File: src/rtl/l2_reqs_buf_ctrl_pkg.sv
// l2_reqs_buf_pkg: field widths and the packed ongoing-request record
// shared by the L2 request buffer, its bus interface and its users.
package l2_reqs_buf_pkg;

  // Cache geometry and message field widths
  localparam int CPU_MSG_BITS          = 2;
  localparam int L2_TAG_BITS           = 13;
  localparam int L2_SET_BITS           = 8;
  localparam int L2_WAY_BITS           = 3;
  localparam int HSIZE_BITS            = 3;
  localparam int WORD_OFFSET_BITS      = 1;
  localparam int BYTE_OFFSET_BITS      = 3;
  localparam int UNSTABLE_STATE_BITS   = 4;
  localparam int HPROT_BITS            = 1;
  localparam int INVACK_CNT_CALC_WIDTH = 5;
  localparam int BITS_PER_WORD         = 64;
  localparam int BITS_PER_LINE         = 128;

  typedef enum logic [CPU_MSG_BITS-1:0] {
    CPU_READ       = 2'd0,
    CPU_READ_ATOM  = 2'd1,
    CPU_WRITE      = 2'd2,
    CPU_WRITE_ATOM = 2'd3
  } cpu_msg_t;

  // One outstanding L2 request; invack_cnt is a two's complement count
  typedef struct packed {
    cpu_msg_t                             cpu_msg;
    logic [L2_TAG_BITS-1:0]               tag;
    logic [L2_TAG_BITS-1:0]               tag_estall;
    logic [L2_SET_BITS-1:0]               set;
    logic [L2_WAY_BITS-1:0]               way;
    logic [HSIZE_BITS-1:0]                hsize;
    logic [WORD_OFFSET_BITS-1:0]          w_off;
    logic [BYTE_OFFSET_BITS-1:0]          b_off;
    logic [UNSTABLE_STATE_BITS-1:0]       state;
    logic [HPROT_BITS-1:0]                hprot;
    logic [INVACK_CNT_CALC_WIDTH-1:0]     invack_cnt;
    logic [BITS_PER_WORD-1:0]             word;
    logic [BITS_PER_LINE-1:0]             line;
  } reqs_entry_t;

  localparam int REQS_ENTRY_BITS = $bits(reqs_entry_t);

endpackage

File: src/rtl/l2_reqs_buf_ctrl_if.sv
// l2_reqs_buf_ctrl_if: allocate / lookup / update / free / read bundle
// between the L2 front end and handlers (master) and the buffer (slave).
interface l2_reqs_buf_ctrl_if
  import l2_reqs_buf_pkg::*;
#(
  parameter int N_REQS   = 4,
  parameter int IDX_BITS = $clog2(N_REQS)
);
  logic                              alloc_valid;
  logic                              alloc_ready;
  reqs_entry_t                       alloc_entry;
  logic [IDX_BITS-1:0]               alloc_idx;
  logic [L2_TAG_BITS-1:0]            lookup_tag;
  logic [L2_SET_BITS-1:0]            lookup_set;
  logic                              lookup_hit;
  logic [IDX_BITS-1:0]               lookup_hit_idx;
  logic                              lookup_set_conflict;
  logic                              upd_valid;
  logic [IDX_BITS-1:0]               upd_idx;
  logic                              upd_state_en;
  logic [UNSTABLE_STATE_BITS-1:0]    upd_state;
  logic                              upd_line_en;
  logic [BITS_PER_LINE-1:0]          upd_line;
  logic                              upd_invack_en;
  logic [INVACK_CNT_CALC_WIDTH-1:0]  upd_invack_delta;
  logic                              free_valid;
  logic [IDX_BITS-1:0]               free_idx;
  logic [IDX_BITS-1:0]               rd_idx;
  reqs_entry_t                       rd_entry;
  logic                              rd_valid;
  logic [N_REQS-1:0]                 invack_done;
  logic [IDX_BITS:0]                 occupancy;
  logic                              err_free_invalid;

  modport master (
    output alloc_valid, alloc_entry, lookup_tag, lookup_set,
           upd_valid, upd_idx, upd_state_en, upd_state, upd_line_en, upd_line,
           upd_invack_en, upd_invack_delta, free_valid, free_idx, rd_idx,
    input  alloc_ready, alloc_idx, lookup_hit, lookup_hit_idx, lookup_set_conflict,
           rd_entry, rd_valid, invack_done, occupancy, err_free_invalid
  );

  modport slave (
    input  alloc_valid, alloc_entry, lookup_tag, lookup_set,
           upd_valid, upd_idx, upd_state_en, upd_state, upd_line_en, upd_line,
           upd_invack_en, upd_invack_delta, free_valid, free_idx, rd_idx,
    output alloc_ready, alloc_idx, lookup_hit, lookup_hit_idx, lookup_set_conflict,
           rd_entry, rd_valid, invack_done, occupancy, err_free_invalid
  );
endinterface

File: src/rtl/l2_reqs_buf_ctrl_prio_enc.sv
// reqs_buf_prio_enc: lowest-set-bit priority encoder. idx is 0 when
// nothing is set; found qualifies it.
module reqs_buf_prio_enc #(
  parameter int WIDTH    = 4,
  parameter int IDX_BITS = 2
) (
  input  logic [WIDTH-1:0]    req,
  output logic                found,
  output logic [IDX_BITS-1:0] idx
);
  // Scan high to low so the lowest set bit is the last one written
  always_comb begin
    found = 1'b0;
    idx   = '0;
    for (int i = WIDTH - 1; i >= 0; i--) begin
      if (req[i]) begin
        found = 1'b1;
        idx   = IDX_BITS'(i);
      end
    end
  end
endmodule

File: src/rtl/l2_reqs_buf_ctrl.sv
// l2_reqs_buf_ctrl: N-entry L2 ongoing-request buffer (MSHR) with
// allocate, tag/set lookup, per-field update, free and inv-ack tracking.
// Optional statistics outputs are built when REQS_BUF_STATS_EN is defined.
module l2_reqs_buf_ctrl
  import l2_reqs_buf_pkg::*;
#(
  parameter int N_REQS      = 4,
  parameter int TAG_BITS    = L2_TAG_BITS,
  parameter int SET_BITS    = L2_SET_BITS,
  parameter int INVACK_BITS = INVACK_CNT_CALC_WIDTH,
  parameter int IDX_BITS    = $clog2(N_REQS)
) (
  input  logic                   clk,
  input  logic                   rst,
  l2_reqs_buf_ctrl_if.slave      bus
`ifdef REQS_BUF_STATS_EN
  ,
  input  logic                   stat_clr,
  output logic [IDX_BITS:0]      stat_hwm,
  output logic [31:0]            stat_alloc_stall
`endif
);

  logic [N_REQS-1:0]   valid_reg;
  reqs_entry_t         entry_reg [N_REQS];
  logic [IDX_BITS:0]   occupancy_reg;
  logic                err_reg;

  logic [N_REQS-1:0]   free_vec;
  logic [N_REQS-1:0]   hit_vec;
  logic [N_REQS-1:0]   conflict_vec;
  logic                free_found;
  logic                hit_found;
  logic [IDX_BITS-1:0] free_slot;
  logic [IDX_BITS-1:0] hit_slot;
  logic                alloc_fire;
  logic                free_ok;

  // Free-slot choice sees registered valid bits only, so a slot freed
  // this cycle is offered no earlier than the next one.
  assign free_vec = ~valid_reg;

  reqs_buf_prio_enc #(.WIDTH(N_REQS), .IDX_BITS(IDX_BITS)) u_free_enc (
    .req   (free_vec),
    .found (free_found),
    .idx   (free_slot)
  );

  reqs_buf_prio_enc #(.WIDTH(N_REQS), .IDX_BITS(IDX_BITS)) u_hit_enc (
    .req   (hit_vec),
    .found (hit_found),
    .idx   (hit_slot)
  );

  assign alloc_fire = bus.alloc_valid && free_found;
  assign free_ok    = bus.free_valid && (int'(bus.free_idx) < N_REQS) && valid_reg[bus.free_idx];

  assign bus.alloc_ready         = free_found;
  assign bus.alloc_idx           = free_slot;
  assign bus.lookup_hit          = hit_found;
  assign bus.lookup_hit_idx      = hit_slot;
  assign bus.lookup_set_conflict = |conflict_vec;
  assign bus.occupancy           = occupancy_reg;
  assign bus.err_free_invalid    = err_reg;
  assign bus.rd_valid = (int'(bus.rd_idx) < N_REQS) ? valid_reg[bus.rd_idx] : 1'b0;
  assign bus.rd_entry = (int'(bus.rd_idx) < N_REQS) ? entry_reg[bus.rd_idx] : '0;

  for (genvar gi = 0; gi < N_REQS; gi++) begin : g_entry
    logic sel_alloc;
    logic sel_free;
    logic sel_upd;

    assign sel_alloc = alloc_fire && (free_slot == IDX_BITS'(gi));
    assign sel_free  = free_ok && (bus.free_idx == IDX_BITS'(gi));
    // A free of the same entry takes precedence over its update
    assign sel_upd   = bus.upd_valid && valid_reg[gi] && (bus.upd_idx == IDX_BITS'(gi)) && !sel_free;

    assign conflict_vec[gi] = valid_reg[gi] &&
                              (entry_reg[gi].set[SET_BITS-1:0] == bus.lookup_set[SET_BITS-1:0]);
    assign hit_vec[gi]      = conflict_vec[gi] &&
                              (entry_reg[gi].tag[TAG_BITS-1:0] == bus.lookup_tag[TAG_BITS-1:0]);
    assign bus.invack_done[gi] = valid_reg[gi] && (entry_reg[gi].invack_cnt == '0);

    // Entry storage: alloc writes a free slot, update edits a valid one
    always_ff @(posedge clk or negedge rst) begin
      if (!rst) begin
        entry_reg[gi] <= '0;
        valid_reg[gi] <= 1'b0;
      end else begin
        if (sel_alloc) begin
          entry_reg[gi] <= bus.alloc_entry;
          valid_reg[gi] <= 1'b1;
        end else if (sel_upd) begin
          if (bus.upd_state_en) entry_reg[gi].state <= bus.upd_state;
          if (bus.upd_line_en)  entry_reg[gi].line  <= bus.upd_line;
          if (bus.upd_invack_en)
            entry_reg[gi].invack_cnt <= INVACK_BITS'(entry_reg[gi].invack_cnt + bus.upd_invack_delta);
        end
        if (sel_free) valid_reg[gi] <= 1'b0;
      end
    end
  end

  // Occupancy counter and one-cycle illegal-free flag
  always_ff @(posedge clk or negedge rst) begin
    if (!rst) begin
      occupancy_reg <= '0;
      err_reg       <= 1'b0;
    end else begin
      case ({alloc_fire, free_ok})
        2'b10:   occupancy_reg <= occupancy_reg + {{IDX_BITS{1'b0}}, 1'b1};
        2'b01:   occupancy_reg <= occupancy_reg - {{IDX_BITS{1'b0}}, 1'b1};
        default: occupancy_reg <= occupancy_reg;
      endcase
      err_reg <= bus.free_valid && !free_ok;
    end
  end

`ifdef REQS_BUF_STATS_EN
  logic [IDX_BITS:0] hwm_reg;
  logic [31:0]       stall_reg;

  assign stat_hwm         = hwm_reg;
  assign stat_alloc_stall = stall_reg;

  // High-water mark and saturating stall-cycle counter
  always_ff @(posedge clk or negedge rst) begin
    if (!rst) begin
      hwm_reg   <= '0;
      stall_reg <= '0;
    end else if (stat_clr) begin
      hwm_reg   <= '0;
      stall_reg <= '0;
    end else begin
      if (occupancy_reg > hwm_reg) hwm_reg <= occupancy_reg;
      if (bus.alloc_valid && !free_found && (stall_reg != 32'hFFFF_FFFF))
        stall_reg <= stall_reg + 32'd1;
    end
  end
`endif

endmodule

File: src/flat_wrapper.sv
// flat-port wrapper written by rule: the top's interface ports become plain ports
module l2_reqs_buf_ctrl_flat import l2_reqs_buf_pkg::*;
#(
  parameter int N_REQS      = 4,
  parameter int TAG_BITS    = L2_TAG_BITS,
  parameter int SET_BITS    = L2_SET_BITS,
  parameter int INVACK_BITS = INVACK_CNT_CALC_WIDTH,
  parameter int IDX_BITS    = $clog2(N_REQS)
)
  (clk, rst, bus_alloc_valid, bus_alloc_entry, bus_lookup_tag, bus_lookup_set, bus_upd_valid, bus_upd_idx, bus_upd_state_en, bus_upd_state, bus_upd_line_en, bus_upd_line, bus_upd_invack_en, bus_upd_invack_delta, bus_free_valid, bus_free_idx, bus_rd_idx, bus_alloc_ready, bus_alloc_idx, bus_lookup_hit, bus_lookup_hit_idx, bus_lookup_set_conflict, bus_rd_entry, bus_rd_valid, bus_invack_done, bus_occupancy, bus_err_free_invalid);
  l2_reqs_buf_ctrl_if #(.N_REQS(N_REQS), .IDX_BITS(IDX_BITS)) bus_i ();
  input  logic clk;
  input  logic rst;
  input wire logic [$bits(bus_i.alloc_valid)-1:0] bus_alloc_valid;
  input wire logic [$bits(bus_i.alloc_entry)-1:0] bus_alloc_entry;
  input wire logic [$bits(bus_i.lookup_tag)-1:0] bus_lookup_tag;
  input wire logic [$bits(bus_i.lookup_set)-1:0] bus_lookup_set;
  input wire logic [$bits(bus_i.upd_valid)-1:0] bus_upd_valid;
  input wire logic [$bits(bus_i.upd_idx)-1:0] bus_upd_idx;
  input wire logic [$bits(bus_i.upd_state_en)-1:0] bus_upd_state_en;
  input wire logic [$bits(bus_i.upd_state)-1:0] bus_upd_state;
  input wire logic [$bits(bus_i.upd_line_en)-1:0] bus_upd_line_en;
  input wire logic [$bits(bus_i.upd_line)-1:0] bus_upd_line;
  input wire logic [$bits(bus_i.upd_invack_en)-1:0] bus_upd_invack_en;
  input wire logic [$bits(bus_i.upd_invack_delta)-1:0] bus_upd_invack_delta;
  input wire logic [$bits(bus_i.free_valid)-1:0] bus_free_valid;
  input wire logic [$bits(bus_i.free_idx)-1:0] bus_free_idx;
  input wire logic [$bits(bus_i.rd_idx)-1:0] bus_rd_idx;
  output wire logic [$bits(bus_i.alloc_ready)-1:0] bus_alloc_ready;
  output wire logic [$bits(bus_i.alloc_idx)-1:0] bus_alloc_idx;
  output wire logic [$bits(bus_i.lookup_hit)-1:0] bus_lookup_hit;
  output wire logic [$bits(bus_i.lookup_hit_idx)-1:0] bus_lookup_hit_idx;
  output wire logic [$bits(bus_i.lookup_set_conflict)-1:0] bus_lookup_set_conflict;
  output wire logic [$bits(bus_i.rd_entry)-1:0] bus_rd_entry;
  output wire logic [$bits(bus_i.rd_valid)-1:0] bus_rd_valid;
  output wire logic [$bits(bus_i.invack_done)-1:0] bus_invack_done;
  output wire logic [$bits(bus_i.occupancy)-1:0] bus_occupancy;
  output wire logic [$bits(bus_i.err_free_invalid)-1:0] bus_err_free_invalid;
  assign bus_i.alloc_valid = bus_alloc_valid;
  assign bus_i.alloc_entry = bus_alloc_entry;
  assign bus_i.lookup_tag = bus_lookup_tag;
  assign bus_i.lookup_set = bus_lookup_set;
  assign bus_i.upd_valid = bus_upd_valid;
  assign bus_i.upd_idx = bus_upd_idx;
  assign bus_i.upd_state_en = bus_upd_state_en;
  assign bus_i.upd_state = bus_upd_state;
  assign bus_i.upd_line_en = bus_upd_line_en;
  assign bus_i.upd_line = bus_upd_line;
  assign bus_i.upd_invack_en = bus_upd_invack_en;
  assign bus_i.upd_invack_delta = bus_upd_invack_delta;
  assign bus_i.free_valid = bus_free_valid;
  assign bus_i.free_idx = bus_free_idx;
  assign bus_i.rd_idx = bus_rd_idx;
  assign bus_alloc_ready = bus_i.alloc_ready;
  assign bus_alloc_idx = bus_i.alloc_idx;
  assign bus_lookup_hit = bus_i.lookup_hit;
  assign bus_lookup_hit_idx = bus_i.lookup_hit_idx;
  assign bus_lookup_set_conflict = bus_i.lookup_set_conflict;
  assign bus_rd_entry = bus_i.rd_entry;
  assign bus_rd_valid = bus_i.rd_valid;
  assign bus_invack_done = bus_i.invack_done;
  assign bus_occupancy = bus_i.occupancy;
  assign bus_err_free_invalid = bus_i.err_free_invalid;
  l2_reqs_buf_ctrl #(.N_REQS(N_REQS), .TAG_BITS(TAG_BITS), .SET_BITS(SET_BITS), .INVACK_BITS(INVACK_BITS), .IDX_BITS(IDX_BITS)) u_core (.clk(clk), .rst(rst), .bus(bus_i));
endmodule
File: config.mk
export PLATFORM = sky130hd
export DESIGN_NAME = l2_reqs_buf_ctrl_flat
export DESIGN_NICKNAME = d
export VERILOG_FILES = /design/src/rtl/l2_reqs_buf_ctrl_pkg.sv /design/src/rtl/l2_reqs_buf_ctrl_if.sv /design/src/rtl/l2_reqs_buf_ctrl_prio_enc.sv /design/src/rtl/l2_reqs_buf_ctrl.sv /design/src/flat_wrapper.sv
export SDC_FILE = /design/constraint.sdc
export NUM_CORES = 2
export LEC_CHECK = 0
export ABC_AREA = 1
export CAP_MARGIN = 5
export CORE_UTILIZATION = 25
export CTS_CLUSTER_SIZE = 25
export DETAILED_ROUTE_END_ITERATION = 8
export PLACE_DENSITY = 0.46
export SYNTH_ARGS = -nofsm -noshare
export SYNTH_HDL_FRONTEND = slang
export SYNTH_SLANG_ARGS = --single-unit
File: constraint.sdc
create_clock -name clk -period 2.14 [get_ports clk]
set_clock_uncertainty 0.05 [all_clocks]
set_input_delay 0.214 -clock clk [delete_from_list [all_inputs] [get_ports clk]]
set_output_delay 0.214 -clock clk [all_outputs]
set_load 0.005 [all_outputs]
==> reports/results.tsv <==
stage	metric	value	unit
run_status	outcome	finished, violations left	
run_status	violations in the final reports	negative setup slack	
place	HPWL reported at the end of detailed placement	155000	um
timing	total count of max-transition violations in the final report	0	
timing	Tmin final	2530	ps
global_routing	global-route usage over all layers	21.0	%
floorplanning	num ports	684	
pwr	power per cell area	1220	nW/um^2
pwr	Leak Pwr	37.4	nW
cells_and_area	filler cell count	21100	
yosys	Unique masters post-synth	29	
pwr	largest voltage drop on the vdd net	907	uV
hold_path	instance count along the most critical hold path	3	
timing	final sum of negative setup slack	-28540	ps
yosys	nets in the synthesized netlist	7487	
yosys	Synth Register Bits	1000	
worst_setup_path	largest stage delay on the critical path	420	ps
floorplanning	width of the die	457	um
routing	number of vias per cell	4.96	
place	routability congestion estimate	0.906	
clock_tree	clock-pin transition on the worst setup and hold timing paths	50	ps
timing	max_slew headroom	62.0	%
yosys	largest cells by area after synthesis	sky130_fd_sc_hd__dfrtp_1 48%, sky130_fd_sc_hd__o21ai_0 15%, sky130_fd_sc_hd__nand2_1 14%	
floorplanning	area of the placeable core	205000	um^2
clock_tree	largest buffer count on any clock path	3	
cells_and_area	fraction of layout cells with a size suffix above 1	20.0	%
worst_setup_path	terminus of the critical flop-to-flop path	u_core.entry_reg[829]	
timing	worst setup margin	-385	ps
hold_path	end point of the most critical hold path	u_core.entry_reg[713]	
cells_and_area	max reg flops	992	
timing	FMAX	396	MHz
clock_tree	TritonCTS buffer count	133	
hold_path	startpoint of the lowest-slack hold path	bus_alloc_entry[217]	
worst_setup_path	critical path, cell by cell	xor2_1 -> nor2_1 -> nand2_1 -> nor2_1 -> nand3_4 -> a21oi_2 -> buf_2	
worst_setup_path	master of the slowest instance on the critical path	sky130_fd_sc_hd__dfrtp_1	
yosys	top cell type by total area after synthesis	sky130_fd_sc_hd__dfrtp_1	
yosys	synth warn	0	
routing	routed length per instance	22.7	um
global_routing	sum of overflow across all layers after global routing	0	
timing	endpoints failing hold	0	
floorplanning	overall die height	457	um
worst_setup_path	CP dominant cell by count	sky130_fd_sc_hd__nor2_1	
yosys	number of instances in the synthesized netlist	7045	
worst_setup_path	startpoint class of the critical path	flop	
routing	drt drc	0	
routing	DRT Wirelength	248000	um
yosys	area of the mapped netlist	51800	um^2
timing	unrepaired setup endpoints after global routing	true	
clock_tree	CTS Root Cell	sky130_fd_sc_hd__clkbuf_16	
cells_and_area	commonest cells after routing, fill and taps aside	1667 x sky130_fd_sc_hd__nand2_1, 1293 x sky130_fd_sc_hd__o21ai_0, 995 x sky130_fd_sc_hd__dfrtp_1, 665 x sky130_fd_sc_hd__nor2_1, 433 x sky130_fd_sc_hd__clkdlybuf4s50_1	
hold_path	class of the tightest hold or removal check	input pin to flop	
global_routing	number of global-route vias before repair	50800	
clock_tree	total number of clock tree sinks	1000	
floorplanning	die footprint	209000	um^2
routing	antenna-violating nets left	0	
routing	detailed router's first-iteration violation count	4646	
routing	routed via count	54200	
yosys	Avg Inst Size Synth	7.35	um^2
cells_and_area	most common cell after layout, fill and taps aside	sky130_fd_sc_hd__nand2_1	
place	Port Buffer Count	683	
yosys	fraction of synthesized cell area taken by the top area cell type	48.3	%
place	placed cell count	10400	
clock_tree	TritonCTS clock tree	yes	
global_routing	initial antenna violation count	35	
floorplanning	starting density of the core	25.2	%
timing	setup violation total in the final timing report	501	
floorplanning	standard-cell rows	166	
global_routing	wire length of the first global-routing pass	334000	um
worst_setup_path	arrival time of the worst setup path	2260	ps
worst_setup_path	CP required	1880	ps
cells_and_area	synthesis-to-finish area growth	50.7	%
worst_setup_path	peak fanout along the critical path	2	
routing	TritonRoute pass-1 iters	6	
worst_setup_path	cell class contributing the biggest share of worst-path delay	simple AND/OR/NAND/NOR gates	
global_routing	largest net degree at the start of global routing	87	
worst_setup_path	critical path capture point type	output port	
cells_and_area	final standard cell count with taps included and fillers excluded	10900	
cells_and_area	nets	8578	
worst_setup_path	beginning of the worst register-to-register path	u_core.valid_reg[0]	
worst_setup_path	worst setup path class	flop to output port	
pwr	total power	94.9	mW
timing	Worst Tran Pin Value	570	ps
timing	ratio of final minimum period to clock period	118	%
yosys	post-synthesis sequential area ratio	48.3	%
clock_tree	CTS H-tree lvls	4	
flow_run	maximum capacitance violations	0	
worst_setup_path	reg2reg path depth	13	
worst_setup_path	CP Buf/Inv Count	1	
clock_tree	clock latency on the worst-skew pair	800	ps
worst_setup_path	worst reg-to-reg setup slack	-150	ps
## cell families (layout without fill, tap and decap cells)
kind of cell / count (synthesis) / in the layout / share of synthesized area (%)
AO/OA/AOI/OAI: 1928 / 1928 / 19.3
adder cells (fa/ha/maj): 22 / 22 / 0.604
flip-flops: 1000 / 1000 / 48.3
AND/OR/NAND/NOR: 3155 / 3155 / 24.1
other: 0 / 25 / 0
buffers and inverters: 910 / 2090 / 7.15
XOR/XNOR: 30 / 30 / 0.508
## worst max path at each step
stage | start | end | slack [ps] | depth (start not counted)
after floorplan | u_core.valid_reg[2] | u_core.bus.occupancy[2] | 70 | 11
after global placement | bus_lookup_tag[12] | bus_lookup_hit_idx[0] | -500 | 12
after detailed placement | bus_lookup_tag[12] | bus_lookup_hit_idx[0] | -460 | 12
after CTS | u_core.entry_reg[236] | bus_lookup_hit_idx[0] | -460 | 11
after global routing | u_core.entry_reg[713] | bus_lookup_hit_idx[0] | -500 | 9
final | u_core.entry_reg[731] | bus_lookup_hit_idx[0] | -390 | 7
## per-layer routing
| layer | vias up | wire length (um) | GRT usage, % |
|---|---|---|---|
| li1 | 25500 | - | - |
| met1 | 26600 | 107000 | 27.0 |
| met2 | 1787 | 117000 | 34.7 |
| met3 | 383 | 12200 | 2.73 |
| met4 | 4 | 11400 | 10.2 |
| met5 | - | 23 | 0 |
## worst min-delay path, stage by stage
cell	delay (ps)
sky130_fd_sc_hd__clkdlybuf4s50_1	470
sky130_fd_sc_hd__nand2_1	90
sky130_fd_sc_hd__o21ai_0	70
## final cells by class
cell class / count / area [um^2] / share of cell area, %
Clock buffer: 183 / 3840 / 4.93
Antenna cell: 25 / 62.6 / 0.0802
Clock inverter: 41 / 390 / 0.500
Multi-Input combinational cell: 5135 / 25800 / 33.1
Timing Repair Buffer: 1501 / 18100 / 23.2
Inverter: 365 / 1400 / 1.80
Tap cell: 2688 / 3360 / 4.31
Sequential cell: 1000 / 25000 / 32.1
## synth_stat cells, drive strengths merged
library cell	instances
nor3	8
nand4	4
o2111ai	2
a21oi	161
ha	17
o211ai	2
xnor2	13
buf	187
or4	1
o22ai	251
or2	6
o21ai	1511
nand2	1991
fa	5
nand3	452
dfrtp	1000
inv	365
xor2	17
nor4	2
o21a	1
clkbuf	358
nor2	691
## where the power goes
group / leakage, nW / total (mW) / internal, mW / switching (mW)
registers: 12.3 / 33.0 / 27.7 / 5.35
logic: 23.0 / 39.7 / 18.1 / 21.7
clock network: 2.08 / 22.2 / 12.9 / 9.28
## through the flow
| stage | hold WS, ps | utilization [%] | setup WS (ps) | area, um^2 |
|---|---|---|---|---|
| after global routing | 35.9 | 38.0 | -505 | 78000 |
| after CTS | 0.424 | 35.4 | -463 | 72700 |
| final | 42.0 | 38.0 | -385 | 78000 |
| after floorplan | -132 | - | 71.0 | 51800 |
| after detailed placement | 127 | 32.2 | -460 | 66100 |
| after global placement | 129 | 32.2 | -499 | 66100 |
## repair_timing
action,CTS,global route
endpoints found under the hold margin,918,0
gates resized for setup,716,800
pin swaps,200,122
cloned,21,97
hold buffers,49,0
setup buffers,64,77
endpoints found under the setup margin,708,941
(Power assumes the default switching activity.)
